$ cat src/rtl/ov_cfg_sequencer.sv
// ov_cfg_sequencer
//   Walks the sensor configuration ROM from index 0 to LAST_ADDR and turns
//   every non-zero 24-bit word {reg_addr[15:0], reg_data[7:0]} into a write
//   command for the downstream SCCB/I2C master. A zero word is a wait slot:
//   the first zero of a run waits GAP_WAIT cycles and later zeros in the same
//   run pass straight through. A write of data bit0=1 to register 16'h0103
//   (sensor software reset) is followed by a RST_WAIT cycle settle delay.
//   A NACKed write is re-issued up to MAX_RETRY times before the block stops
//   with error set.
//
// Ports
//   clock, reset   system clock, asynchronous active-high reset
//   start          one-cycle pulse; honoured in IDLE, DONE and ERR
//   rom_en         ROM read enable (one cycle per fetch)
//   rom_addr       ROM index
//   rom_data       ROM word, valid the cycle after rom_en
//   cmd_valid      write command valid
//   cmd_ready      SCCB master accepts the command
//   cmd_reg        sensor register address
//   cmd_dat        sensor register data
//   cmd_done       transaction finished (pulse)
//   cmd_nack       qualifies cmd_done; 1 = slave NACK
//   busy           sequence in progress
//   done           sequence completed (held until next start)
//   error          retries exhausted (held until next start)
//   fail_idx       ROM index of the entry that exhausted its retries
//   state_dbg      current FSM state
//
// Command handshake: a command transfers on a clock edge where cmd_valid and
// cmd_ready are both high. Once cmd_valid rises it stays high, with cmd_reg
// and cmd_dat unchanged, until that edge; cmd_ready may stay low for any
// number of cycles. Completion is reported separately through cmd_done.
//
// GAP_WAIT and RST_WAIT must be at least 1.

module ov_cfg_sequencer #(
    parameter logic [8:0]  LAST_ADDR = 9'h10e,
    parameter logic [19:0] GAP_WAIT  = 20'd100000,
    parameter logic [19:0] RST_WAIT  = 20'd200000,
    parameter int unsigned MAX_RETRY = 2
) (
    input  logic        clock,
    input  logic        reset,
    input  logic        start,
    output logic        rom_en,
    output logic [8:0]  rom_addr,
    input  logic [23:0] rom_data,
    output logic        cmd_valid,
    input  logic        cmd_ready,
    output logic [15:0] cmd_reg,
    output logic [7:0]  cmd_dat,
    input  logic        cmd_done,
    input  logic        cmd_nack,
    output logic        busy,
    output logic        done,
    output logic        error,
    output logic [8:0]  fail_idx,
    output logic [3:0]  state_dbg
);

    localparam logic [3:0] IDLE     = 4'd0;
    localparam logic [3:0] FETCH    = 4'd1;
    localparam logic [3:0] LATCH    = 4'd2;
    localparam logic [3:0] ISSUE    = 4'd3;
    localparam logic [3:0] WAIT_ACK = 4'd4;
    localparam logic [3:0] GAP      = 4'd5;
    localparam logic [3:0] RST      = 4'd6;
    localparam logic [3:0] NEXT     = 4'd7;
    localparam logic [3:0] DONE     = 4'd8;
    localparam logic [3:0] ERR      = 4'd9;

    localparam int RW = (MAX_RETRY < 1) ? 1 : $clog2(MAX_RETRY + 1);
    localparam logic [RW-1:0] RETRY_MAX = RW'(MAX_RETRY);

    logic [3:0]    state;
    logic [8:0]    idx;
    logic [23:0]   word;
    logic [19:0]   cnt;
    logic [RW-1:0] retry;
    logic          gap_armed;
    logic          soft_rst_write;

    // Software-reset write: register 0x0103 with data bit0 set.
    assign soft_rst_write = (word[23:8] == 16'h0103) && word[0];

    always_ff @(posedge clock or posedge reset) begin
        if (reset) begin
            state     <= IDLE;
            idx       <= 9'd0;
            word      <= 24'd0;
            cnt       <= 20'd0;
            retry     <= '0;
            gap_armed <= 1'b1;
            fail_idx  <= 9'd0;
        end else begin
            case (state)
                IDLE, DONE, ERR: begin
                    if (start) begin
                        state     <= FETCH;
                        idx       <= 9'd0;
                        fail_idx  <= 9'd0;
                        gap_armed <= 1'b1;
                    end
                end
                FETCH: state <= LATCH;
                LATCH: begin
                    word <= rom_data;
                    if (rom_data == 24'd0) begin
                        // Only the first zero of a run costs the long gap.
                        if (gap_armed) begin
                            state     <= GAP;
                            cnt       <= GAP_WAIT - 20'd1;
                            gap_armed <= 1'b0;
                        end else begin
                            state <= NEXT;
                        end
                    end else begin
                        state     <= ISSUE;
                        gap_armed <= 1'b1;
                        retry     <= '0;
                    end
                end
                ISSUE: begin
                    if (cmd_ready) state <= WAIT_ACK;
                end
                WAIT_ACK: begin
                    if (cmd_done) begin
                        if (!cmd_nack) begin
                            if (soft_rst_write) begin
                                state <= RST;
                                cnt   <= RST_WAIT - 20'd1;
                            end else begin
                                state <= NEXT;
                            end
                        end else if (retry < RETRY_MAX) begin
                            retry <= retry + 1'b1;
                            state <= ISSUE;
                        end else begin
                            state    <= ERR;
                            fail_idx <= idx;
                        end
                    end
                end
                // Counter is loaded with N-1 so the state lasts exactly N cycles.
                GAP, RST: begin
                    if (cnt == 20'd0) state <= NEXT;
                    else              cnt   <= cnt - 20'd1;
                end
                NEXT: begin
                    if (idx == LAST_ADDR) begin
                        state <= DONE;
                    end else begin
                        idx   <= idx + 9'd1;
                        state <= FETCH;
                    end
                end
                default: state <= IDLE;
            endcase
        end
    end

    // All outputs decode straight from registered state so reset clears
    // cmd_valid, busy and done without waiting for a clock edge.
    assign rom_en    = (state == FETCH);
    assign rom_addr  = idx;
    assign cmd_valid = (state == ISSUE);
    assign cmd_reg   = word[23:8];
    assign cmd_dat   = word[7:0];
    assign busy      = (state != IDLE) && (state != DONE) && (state != ERR);
    assign done      = (state == DONE);
    assign error     = (state == ERR);
    assign state_dbg = state;

endmodule

$ cat config.mk
export PLATFORM = sky130hd
export DESIGN_NAME = ov_cfg_sequencer
export DESIGN_NICKNAME = d
export VERILOG_FILES = /design/src/rtl/ov_cfg_sequencer.sv
export SDC_FILE = /design/constraint.sdc
export NUM_CORES = 1
export LEC_CHECK = 0
export CORE_UTILIZATION = 54
export CTS_CLUSTER_SIZE = 16
export DETAILED_ROUTE_END_ITERATION = 12
export PLACE_DENSITY = 0.82
export RECOVER_POWER = 100
export SYNTH_ARGS = -nofsm -noshare
export SYNTH_HDL_FRONTEND = slang
export SYNTH_SLANG_ARGS = --single-unit
$ cat constraint.sdc
create_clock -name clock -period 6 [get_ports clock]
set_input_delay 1.2 -clock clock [delete_from_list [all_inputs] [get_ports clock]]
set_output_delay 1.2 -clock clock [all_outputs]
set_load 0.1 [all_outputs]
Yosys cells after proc, flatten, opt, wreduce, memory -nomap -nowiden
Cells that the tools add are included.

Add/subtract/negate cells: 3. Magnitude comparators: 1. Equal/unequal tests: 27. Multiplexer cells: 33. Reductions and logical operators: 20.

Operators with widths (number): $mux 20 (6); $pmux 20 s3 (1); $mux 9 (5); $pmux 9 s2 (2); $mux 4 (8); $pmux 4 s7 (1); $ne 2x2->1 const B (13); $logic_not 24->1 (1); $logic_not 20->1 (1); $sub 20x1->20 const B (1); $eq 16x9->1 const B (1); $eq 4x3->1 const B (4); $mux 2 (5); $reduce_and 5->1 (2); $add 9x1->9 const B (1); $eq 9x9->1 const B (1); $eq 4x2->1 const B (2); $eq 4x4->1 const B (2); $ne 4x4->1 const B (2); $reduce_bool 2->1 (4); $reduce_and 7->1 (1); $eq 4x1->1 const B (1); $logic_not 4->1 (1); $pmux 2 s2 (1); other kinds (13) (17).

Register bits after elaboration: 69. Input port bits: 30. Output and inout port bits: 51.

Depth between registers and ports, before layout
Depth in word-level cells: 6. Gate-level depth with buffers: 9. Gate-level depth less buffers: 7.

Least setup slack after synthesis
No wires, ideal clock.

Kind: register -> output. Start point: reg state[0], in the netlist state_dbg[0]. End point: out error. Arrival: 4.613 ns. Setup slack: 0.187 ns. Stages on the path, launching flop included: 4. Buffers on the path: 2. Cells stage by stage: dfrtp_1 clkbuf_1 clkbuf_1 nor4b_1.

Cells in the longest elaborated chain, start to end: 1.

RTL lines: start: declaration (RTL line 75) `logic [3:0] state;`; start signal: assignment (RTL line 88) `state <= IDLE;`; start signal: assignment (RTL line 99) `state <= FETCH;`; start signal: assignment (RTL line 105) `FETCH: state <= LATCH;`; $eq 4x4->1 (RTL line 171) `assign error = (state == ERR);`; end: declaration (RTL line 56) `output logic error,`.

No other way between the ends.

Worst setup path after layout
Start point: in cmd_nack. End point: reg cnt[1].

Cells in the longest elaborated chain, start to end: 2.

RTL lines: start: declaration (RTL line 53) `input logic cmd_nack,`; $ne 2x2->1 (no line); $reduce_and 7->1 (no line); end signal: assignment (RTL line 112) `cnt <= GAP_WAIT - 20'd1;`; end signal: assignment (RTL line 131) `cnt <= RST_WAIT - 20'd1;`; end signal: assignment (RTL line 147) `else cnt <= cnt - 20'd1;`; end: declaration (RTL line 78) `logic [19:0] cnt;`.

No other way between the ends. A chain may end at the register's enable or synchronous reset.

==> flow_metrics.env <==
export IMPL_cts_htree_levels=3
export IMPL_grt_overflow=0
export IMPL_start_util=0.5629
export IMPL_synthTopCellsByArea="dfrtp_1, mux2_2, nor2_1, nor3_1, a22o_1"
export IMPL_cts_setup_buffers=0
export IMPL_crit_arrival_ns=4.57
export IMPL_ys_ff_latch=69
export IMPL_outcome="complete, but fails checks"
export IMPL_syn_area_per_cell_um2=10.54
export IMPL_slew_violations=20
export IMPL_crit_chain="dlygate4sd3_1, nor4_1, nand4b_1, o31ai_1, o2111ai_1, mux2_4"
export IMPL_wl_per_cell_um=17.09
export IMPL_path_buf_inv=1
export IMPL_hp_class="flop to flop"
export IMPL_period_needed_ns=4.340
export IMPL_ctsHoldBuffers=0
export IMPL_vias=3091
export IMPL_die_y_um=83.59
export IMPL_synth_top_family_by_area="simple AND/OR/NAND/NOR gates"
export IMPL_coreArea_um2=6386
export IMPL_finalHoldViolations=0
export IMPL_die_x_um=83.59
export IMPL_totalWireLength_um=8527
export IMPL_clockRootBuffer="clkbuf_8"
export IMPL_cpPeakStageDelay_ns=0.98
export IMPL_cp_slowest_cell="o2111ai_1"
export IMPL_violations="capacitance limit, slew limit"
export IMPL_die_area_um2=6987
export IMPL_crit_family="compound AO/OA/AOI/OAI gates"
export IMPL_syn_area_um2=3595
export IMPL_io_pins=81
export IMPL_cp_max_fo=19
export IMPL_fin_nets=450
export IMPL_fin_setup_tns_ns=0
export IMPL_drt_initial_drc_count=284
export IMPL_drc=0
export IMPL_synthTopCellsByCount="dfrtp_1, mux2_2, nor2_1, nand2_1, nor3_1"
export IMPL_cp_required_ns=6.23
export IMPL_synth_ff_type="dfrtp_1"
export IMPL_synth_edf_count=0
export IMPL_ys_warn_count=0
export IMPL_start_kind="input port"
export IMPL_setup_viol=0
export IMPL_worstSkewPairLatency_ns=0.34
export IMPL_cts_tree="done"
export IMPL_dp_final_hpwl_um=5982
export IMPL_worst_pin_slew_ns=1.566
export IMPL_path_class="input port to flop"
export IMPL_drive_gt1_frac=0.1280
export IMPL_grt_pass1_vias=3041
export IMPL_cp_end_kind="flop"
export IMPL_num_antenna_cells=0
export IMPL_avgViaCountPerCell=6.194
export IMPL_cts_buffers=9
export IMPL_cts_sinks=69
export IMPL_synth_area_mux_share=0.09189
export IMPL_synth_compound_area_frac=0.1726
export IMPL_port_buffers=80
export IMPL_dp_slack_ns=1.876
export IMPL_global_route_usage_total=0.2609
export IMPL_syn_nets=374
export IMPL_synth_fa_ha_area_frac=0.01044
export IMPL_gp_congestion=0.8380
export IMPL_synth_xor_xnor_area_share=0.02193
export IMPL_synthArstFlopShare=1.000
export IMPL_first_pass_iters=4
export IMPL_area_growth_pct=28.92
export IMPL_syn_inst=341
export IMPL_finClkSkew_ns=0.009458
export IMPL_period_share=0.7233
export IMPL_ctsLongestPathBuffers=2
export IMPL_rsz0062_at_grt="false"
export IMPL_max_freq_mhz=230.4
export IMPL_yosys_area_share_simple=0.1824
export IMPL_finalWorstSetupSlack_ns=1.660
export IMPL_grt_first_pass_wirelength_um=14660
export IMPL_synth_top_cell_area_share=0.4734
export IMPL_rows=29
export IMPL_yosys_area_top_type="dfrtp_1"
export IMPL_maxCapViolations=2
export IMPL_antenna_found_initial=0
export IMPL_ant_nets=0
export IMPL_ctsResizeCount=0
export IMPL_synth_cell_types=57
export IMPL_ys_seq_area_frac=0.4807
export IMPL_clk_pin_slew_worst_paths_ns=0.08
export IMPL_yosysMostFrequentCell="dfrtp_1"
export IMPL_grt_max_degree=70
export IMPL_slew_headroom=-0.04472
## cell usage in the layout, fill, tap and decap left out, types with 3 or more instances in the layout
cell,instances
o211ai_1,3
a31oi_1,3
o31ai_1,9
o21ai_0,10
nand2_1,16
a22o_1,9
nor2_1,23
nand2b_1,4
ha_1,3
a211o_1,4
nor4_1,8
or3_1,10
dfrtp_1,68
clkdlybuf4s50_1,26
or4_1,4
clkbuf_8,11
nor3_1,16
o2111ai_1,3
and2_1,4
o41ai_1,5
o2bb2ai_1,7
nor4b_1,6
xnor2_1,4
a21oi_1,13
nand4_1,8
mux2_2,28
nand3_1,3
xor2_1,5
inv_1,14
dlygate4sd3_1,54
## kinds of logic after synthesis
group           Yosys count
simple gates            116
xor+xnor                  9
flops                    69
mux                      29
buf+inv                  33
compound gates           82
fa+ha+maj                 3
## area by class of cell
cell class              count  area (µm²)
clock buffers              11       151.4
clock inverters             5       81.33
fillers                   476        1752
inverters                  15       56.30
multi-input cells         239        1705
flip-flops and latches     69        1728
well taps                  77       96.34
repair buffers             83       815.8
## final timing paths
| check | cells past startpoint | start | endpoint | slack [ns] |
|---|---|---|---|---|
| min in group asynchronous | 3 | reset | word[20] | 1.53 |
| hold / removal | 1 | fail_idx[2] | fail_idx[2] | 0.50 |
| setup reg to reg | 6 | state_dbg[1] | cnt[1] | 2.16 |
| hold reg to reg | 1 | fail_idx[2] | fail_idx[2] | 0.50 |
| max in group asynchronous | 3 | reset | word[9] | 3.87 |
| setup / recovery | 6 | cmd_nack | cnt[1] | 1.66 |
## worst reg2reg max path: stages (launching register included)
cell	delay (ns)
dfrtp_1	0.72
nor4b_1	0.36
clkbuf_1	1.13
inv_1	0.10
a31o_1	0.35
o2111ai_1	0.72
mux2_4	0.36
## layer usage
layer | global-route usage | up-vias | routed length (µm)
met5 | 0 | - | 0
met1 | 0.3594 | 1498 | 3771
li1 | - | 1446 | -
met3 | 0.06429 | 12 | 642
met2 | 0.4058 | 135 | 3985
met4 | 0.08783 | 0 | 128
## metrics by stage
step | hold WS [ns] | cells | util | cell area, µm²
3_3_place_gp | 0.4798 | 483 | 0.6951 | 4439
5_1_grt | 0.5278 | 499 | 0.7257 | 4634
2_1_floorplan | 0.4502 | 341 | - | 3595
3_5_place_dp | 0.4845 | 483 | 0.6951 | 4439
6_report | 0.4960 | 499 | 0.7257 | 4634
4_1_cts | 0.5011 | 499 | 0.7316 | 4672
## state kept, by name (all words and copies together) (netlist names)
register	cells
word	24
cnt	20
fail_idx	9
gap_armed	1
retry	2
state_dbg	4
rom_addr	9
Power is left out: the tool's default activity adds up to more than one toggle a clock period on the data nets, which glitch-free logic cannot reach.
